### src/rtl/mag_duty_ctrl.sv
// Magnetron cooking controller: start/stop/pause state machine with a door
// interlock and a tick-driven duty window that sets on-ticks per window by power level.
module mag_duty_ctrl #(
  parameter int LEVEL_W = 3,
  parameter int WINDOW  = 8,
  parameter int PH_W    = $clog2(WINDOW)
) (
  input  logic               clk,
  input  logic               rst_n,
  input  logic               S,
  input  logic               R,
  input  logic               door_open,
  input  logic               tick,
  input  logic [LEVEL_W-1:0] level,
  output logic               mag_on,
  output logic               cooking,
  output logic               paused
);

  localparam int CW = ((LEVEL_W > PH_W) ? LEVEL_W : PH_W) + 1;

  typedef enum logic [1:0] {
    IDLE  = 2'd0,
    COOK  = 2'd1,
    PAUSE = 2'd2
  } state_t;

  state_t          state_q, state_d;
  logic [PH_W-1:0] phase_q, phase_d;
  logic            magReg_q, magReg_d;
  logic            cooking_q, paused_q;

  logic [CW-1:0]   levelExt;
  logic [CW-1:0]   windowExt;
  logic [CW-1:0]   lvlEff;
  logic [CW-1:0]   phaseExt;

  // R always wins; a tick coinciding with leaving COOK is dropped because
  // only the "stay in COOK" branch advances the phase.
  always_comb begin
    state_d = state_q;
    phase_d = phase_q;
    case (state_q)
      IDLE: begin
        phase_d = '0;
        if (S && !R && !door_open) begin
          state_d = COOK;
        end
      end
      COOK: begin
        if (R) begin
          state_d = IDLE;
          phase_d = '0;
        end else if (door_open) begin
          state_d = PAUSE;
        end else if (tick) begin
          phase_d = (phase_q == PH_W'(WINDOW - 1)) ? '0 : phase_q + 1'b1;
        end
      end
      PAUSE: begin
        if (R) begin
          state_d = IDLE;
          phase_d = '0;
        end else if (!door_open && S) begin
          state_d = COOK;
        end
      end
      default: begin
        state_d = IDLE;
        phase_d = '0;
      end
    endcase
  end

  // Duty decision uses next-state values so mag_on rises together with cooking.
  always_comb begin
    levelExt  = CW'(level);
    windowExt = CW'(WINDOW);
    lvlEff    = (levelExt > windowExt) ? windowExt : levelExt;
    phaseExt  = CW'(phase_d);
    magReg_d  = (state_d == COOK) && (phaseExt < lvlEff);
  end

  always_ff @(posedge clk) begin
    if (!rst_n) begin
      state_q   <= IDLE;
      phase_q   <= '0;
      magReg_q  <= 1'b0;
      cooking_q <= 1'b0;
      paused_q  <= 1'b0;
    end else begin
      state_q   <= state_d;
      phase_q   <= phase_d;
      magReg_q  <= magReg_d;
      cooking_q <= (state_d == COOK);
      paused_q  <= (state_d == PAUSE);
    end
  end

  // The door gate is deliberately combinational so the magnetron cuts out
  // in the very cycle the door opens.
  assign mag_on  = magReg_q & ~door_open;
  assign cooking = cooking_q;
  assign paused  = paused_q;

endmodule

### config.mk
export PLATFORM = sky130hd
export DESIGN_NAME = mag_duty_ctrl
export DESIGN_NICKNAME = d
export VERILOG_FILES = /design/src/rtl/mag_duty_ctrl.sv
export SDC_FILE = /design/constraint.sdc
export NUM_CORES = 1
export LEC_CHECK = 0
export CAP_MARGIN = 10
export CORE_AREA = 2 2 39 41
export DETAILED_ROUTE_END_ITERATION = 12
export DIE_AREA = 0 0 41 43
export PLACE_DENSITY_LB_ADDON = 0.25
export SYNTH_ARGS = -nofsm -noshare
export SYNTH_HDL_FRONTEND = slang
export SYNTH_SLANG_ARGS = --single-unit
### constraint.sdc
create_clock -name clk -period 1.85 [get_ports clk]
set_input_delay 0.37 -clock clk [delete_from_list [all_inputs] [get_ports clk]]
set_output_delay 0.37 -clock clk [all_outputs]
set_load 0.01 [all_outputs]
==> reports/results.ini, run 1 <==
[finish]
final_nets=99
drive_gt1_frac=0.288
area_growth_syn_to_layout_pct=50.4
final-instance-count-excl-fill=96
n_antenna_cell=0
fin_util=0.575
postLayoutCellArea_um2=796

[clocking]
cts_setup_buffers=0
cts_buffer_depth=2
root_buffer=clkbuf_4
clk-insertion-delay-late_ps=250
numClockSinks=8
cts_tree=built
htreeDepth=1
clk_pin_slew_worst_paths_ps=50
cts_made_buffers=3

[route]
finalWirelength_um=984
top_layer=met4
wl_per_cell_um=10.3
met2_length_um=453
drc=0
wl_met1_um=443
first_iter_violations=5
first_pass_iters=2
ant_nets=0
wl_met3_um=52
via_count=465
via_per_inst=4.84

[power]
cellLeakagePower_nw=0.374
power_uw=375
vdd_drop_max_mv=0.343
cellPowerDensity_mw_per_mm2=472

[worst_setup_path]
arrival_ps=2140
crit_path_end_kind=flip-flop
reg2reg_from=phase_q[0]$_SDFF_PN0_
cp-start-kind=flip-flop
r2r_slack_ps=-110
worstSetupStartpoint=phase_q[0]$_SDFF_PN0_
worstSetupPathType=reg2reg
required_ps=2030
crit_path_end=magReg_q$_SDFF_PN0_
crit_fanout=2
reg2reg_depth=9
timing.rr.end=magReg_q$_SDFF_PN0_

[hold_path]
min_path_type=reg2reg

[global_routing]
grt_max_degree=6
antenna_found_initial=0
grt_pass1_vias=435
grt_pass1_wl_um=1680
grt_overflow=0
grt_use_total=0.145

[placement]
placed_cells=93
gp_congestion=0.624
dp_hpwl_um=818
place_area_um2=754
dp_slack_ps=-585
numPortBuffers=11

[sta]
fin_setup_tns_ps=-114
layout_min_cycle_time_ps=1960
fin_crit_sh=1.06
grt_setup_unrepaired=yes
worst_pin_slew_ps=361
fmax_ghz=0.509
setup_viol=1
slew_headroom=0.756
fin_worst_skew_ps=0.370
fin_ws_ps=-114
hold_viol=0
holdWs_ps=665
final_max_slew_viol_count=0

[synth]
syn-num-nets=74
synth_edf_count=0
syn_inst=57
ys_warn_count=0
synthesis.area_um2=529
synth_seq_cells=8
ys.flop_type=dfxtp_1
ys_seq_area_frac=0.303
avgSynthCellArea_um2=9.29
postSynth.asyncResetShare=0
yosysUniqueCellTypes=22

[die]
initial_core_util=0.382
die_x_um=41
dieArea_mm2=0.00176
num_io_pins=12
rows=14
coreArea_mm2=0.00138
die_h_um=43

[job]
maxCapViolCount=0

[run_status]
status=finished, violations left
failed_checks=negative setup slack

==> logic make-up after synthesis <==
logic type      count (synthesis)  share of synthesized area
buf+inv                         6                     0.0426
simple gates                   22                      0.260
mux                             2                     0.0567
fa+ha+maj                       8                      0.189
compound gates                 11                      0.149
flops                           8                      0.303
==> what timing repair did <==
item,in CTS,in global routing
endpoints found under the setup margin,2,2
resized for setup,2,4
pin swaps,3,3
hold buffers,0,0
==> where the power goes <==
group          switching (mW)  internal (mW)  total (mW)
Sequential            0.00189          0.177       0.179
Clock                  0.0547         0.0739       0.129
Combinational          0.0277         0.0404      0.0681
==> critical path, stage by stage (launching register included) <==
cell,delay (ps)
dfxtp_2,330
ha_4,160
ha_4,200
mux2_4,250
a22o_1,220
and2_4,170
ha_4,210
a21oi_2,110
nand4_1,100
a31oi_1,150
==> routing by layer <==
metal | track usage | vias up
met5 | 0 | -
met4 | 0.120 | 0
met3 | 0.0314 | 5
met2 | 0.191 | 12
met1 | 0.192 | 200
li1 | - | 248
==> final cells by class <==
class / count / area, um2
clock buffer: 3 / 22.5
fill: 128 / 588
inverter: 6 / 22.5
multi-input combinational: 43 / 390
sequential: 8 / 163
tap: 16 / 20.0
timing repair buffer: 20 / 178
==> state kept, by name, summed over array words and instances (netlist names) <==
name,cells
cooking,1
magReg_q,1
paused,1
phase_q,3
state_q,2
==> synth_stat cells, types with 2 or more instances <==
master	count	area (um2)
nor2_1	3	11.3
a31oi_1	2	12.5
and3_1	4	25.0
dfxtp_1	8	160
mux2_4	2	30.0
a22o_1	2	17.5
nor2b_1	4	25.0
ha_1	8	100
nand2_1	2	7.51
a21oi_1	3	15.0
and2_1	3	18.8
inv_1	6	22.5
==> how the worst min path moves through the flow <==
stage          cells past startpoint  slack [ps]                   from               endpoint
3_3_place_gp                       3         640  phase_q[0]$_SDFF_PN0_  phase_q[0]$_SDFF_PN0_
6_report                           3         660  phase_q[0]$_SDFF_PN0_  phase_q[0]$_SDFF_PN0_
4_1_cts                            3         660  phase_q[0]$_SDFF_PN0_  phase_q[0]$_SDFF_PN0_
2_1_floorplan                      2         480                  rst_n  phase_q[0]$_SDFF_PN0_
3_5_place_dp                       3         650  phase_q[0]$_SDFF_PN0_  phase_q[0]$_SDFF_PN0_
5_1_grt                            3         700  phase_q[0]$_SDFF_PN0_  phase_q[0]$_SDFF_PN0_
==> cell usage in the layout, fill, tap and decap left out <==
master / synthesis / layout
and2_1: 3 / 2
nand4_1: 1 / 1
ha_4: 0 / 3
nor2b_1: 4 / 4
nor4b_1: 1 / 1
dlygate4sd2_1: 0 / 2
dfxtp_1: 8 / 6
o211ai_1: 1 / 1
dlymetal6s2s_1: 0 / 1
a221oi_1: 1 / 1
nand3b_1: 1 / 1
mux2_4: 2 / 2
ha_1: 8 / 5
dfxtp_2: 0 / 2
and2_4: 0 / 1
buf_4: 0 / 9
and3_1: 4 / 4
a21oi_2: 0 / 1
a211oi_2: 1 / 1
nor2_1: 3 / 3
inv_1: 6 / 6
a31oi_1: 2 / 2
a22o_1: 2 / 2
and2b_1: 1 / 1
o21ai_1: 1 / 1
or2_1: 1 / 1
nand2_1: 2 / 2
a21oi_1: 3 / 2
nand2b_4: 1 / 1
clkdlybuf4s50_1: 0 / 8
clkbuf_4: 0 / 3
Note: power is estimated with default switching activity, not from simulation.
==> run 2, diff against run 1 <==
CAP_MARGIN = 20   (was 10)
RECOVER_POWER = 25   (was default)
==> results of run 2 <==
Same layout as run 1: the final DEF is identical, and so are final timing and power.
==> run 3, diff against run 2 <==
SKIP_CTS_REPAIR_TIMING = 1   (was default)
==> run 3 against run 2 <==
  * The run still ends with negative setup slack left
  * Global-route usage did not move
  * Final cell count increased by 2.1%
  * Die area stayed put
  * Sequential cell count unchanged
  * First-iteration DRC count unchanged
  * Cell area grew 2.0%
  * Sequential share of layout area is 0.41 points lower
  * Critical path depth did not move
  * Critical endpoint unchanged
  * Largest power group unchanged
==> reports/results.ini, run 3 (same netlist as run 1, synthesis figures left out) <==
[clocking]
cts_buffer_depth=2
cts_tree=built
clk_pin_slew_worst_paths_ps=50
htreeDepth=1
clk-insertion-delay-late_ps=250
cts_made_buffers=3
numClockSinks=8
root_buffer=clkbuf_4

[finish]
top_register=phase_q
final_common_cell=buf_4
largest_reg_flops=3
fill_cells=127
layout_common_cells=10 x buf_4, 9 x clkdlybuf4s50_1, 6 x inv_1, 6 x dfxtp_1, 5 x ha_1
n_antenna_cell=0
largest_registers=phase_q (3), state_q (2)
final_nets=101
drive_gt1_frac=0.293
area_growth_syn_to_layout_pct=53.4

[power]
p_sw_uw=84.3
clkPwrFrac=0.339
cellPowerDensity_mw_per_mm2=466
seq_power_share=0.472
combPwrFrac=0.189
switching_share=0.223
p_int_uw=294
cellLeakagePower_nw=0.377
vdd_drop_max_mv=0.343
power_uw=378

[global_routing]
grt_pass1_vias=435
antenna_found_initial=0
grt_overflow=0
grt_max_degree=6
grt_pass1_wl_um=1680
grt_use_total=0.145

[route]
first_iter_violations=5
finalWirelength_um=988
wl_per_cell_um=10.1
ant_nets=0
via_per_inst=4.90
drc=0
via_count=480
first_pass_iters=4

[sta]
fin_crit_sh=1.05
worst_pin_slew_ps=355
grt_setup_unrepaired=yes
hold_viol=0
slew_headroom=0.760
fmax_ghz=0.515
final_max_slew_viol_count=0
fin_ws_ps=-92.4
layout_min_cycle_time_ps=1940
setup_viol=1
fin_worst_skew_ps=0.924

[die]
num_io_pins=12
die_h_um=43
dieArea_mm2=0.00176
rows=14
coreArea_mm2=0.00138
initial_core_util=0.382
die_x_um=41

[worst_setup_path]
cp-start-kind=flip-flop
r2r_slack_ps=-90
arrival_ps=2120
worstSetupPathType=reg2reg
crit_fanout=2
crit_path_end_kind=flip-flop
required_ps=2030

[placement]
numPortBuffers=11
dp_slack_ps=-585
dp_hpwl_um=818
gp_congestion=0.624

[hold_path]
min_path_type=reg2reg

[run_status]
failed_checks=negative setup slack
status=finished, violations left

[job]
maxCapViolCount=0

==> run 3: cell types whose count changed in the layout (fill, tap and decap cells not counted), sizes merged <==
cell,before,now
dlymetal6s2s,1,2
dlygate4sd2,2,0
buf,9,10
clkdlybuf4s50,8,9
clkbuf,3,4
==> run 3: worst max-delay path, cell delays in order, from the launching register on <==
cell and delay [ps]:
dfxtp_2 330, ha_4 160, ha_4 200, mux2_4 260, a22o_1 200, and2_4 170
ha_4 210, a21oi_2 110, nand4_1 100, a31oi_1 150
==> run 3: power groups by stage <==
stage / clock [mW] / sequential, mW / combinational (mW)
3_5_place_dp: 0 / 0.182 / 0.0680
5_1_grt: 0.147 / 0.179 / 0.0803
2_1_floorplan: 0 / 0.183 / 0.0287
6_report: 0.128 / 0.179 / 0.0715
4_1_cts: 0.134 / 0.179 / 0.0686
3_3_place_gp: 0 / 0.182 / 0.0677
==> run 3: layout make-up <==
class | instances | area (um2) | area share
Multi-Input combinational cell | 43 | 390 | 0.481
Timing Repair Buffer | 22 | 194 | 0.239
Sequential cell | 8 | 163 | 0.200
Clock buffer | 3 | 22.5 | 0.0277
Inverter | 6 | 22.5 | 0.0277
Tap cell | 16 | 20.0 | 0.0247
==> run 3: per-stage QoR <==
| step | hold slack, ps | TNS, ps | util | std cells | area [um2] |
|---|---|---|---|---|---|
| after floorplan | 476 | -127 | - | 57 | 557 |
| after global placement | 641 | -733 | 0.545 | 93 | 754 |
| after detailed placement | 649 | -771 | 0.545 | 93 | 754 |
| after CTS | 660 | -501 | 0.561 | 96 | 777 |
| after global routing | 692 | -167 | 0.587 | 98 | 812 |
| final | 656 | -92.4 | 0.587 | 98 | 812 |
==> run 3: final timing paths <==
check	from	endpoint	depth (start not counted)
worst max-delay path	phase_q[1]$_SDFF_PN0_	magReg_q$_SDFF_PN0_	9
worst min-delay path	phase_q[0]$_SDFF_PN0_	phase_q[0]$_SDFF_PN0_	3
worst max register to register	phase_q[1]$_SDFF_PN0_	magReg_q$_SDFF_PN0_	9
worst min register to register	phase_q[0]$_SDFF_PN0_	phase_q[0]$_SDFF_PN0_	3
==> run 3: metal layers <==
metal  track usage  vias to the layer above  share of wire
met3        0.0314                        5          0.054
met2         0.191                       14           0.46
met5             0                        -              0
met4         0.120                        0          0.035
li1              -                      253              -
met1         0.192                      208           0.45
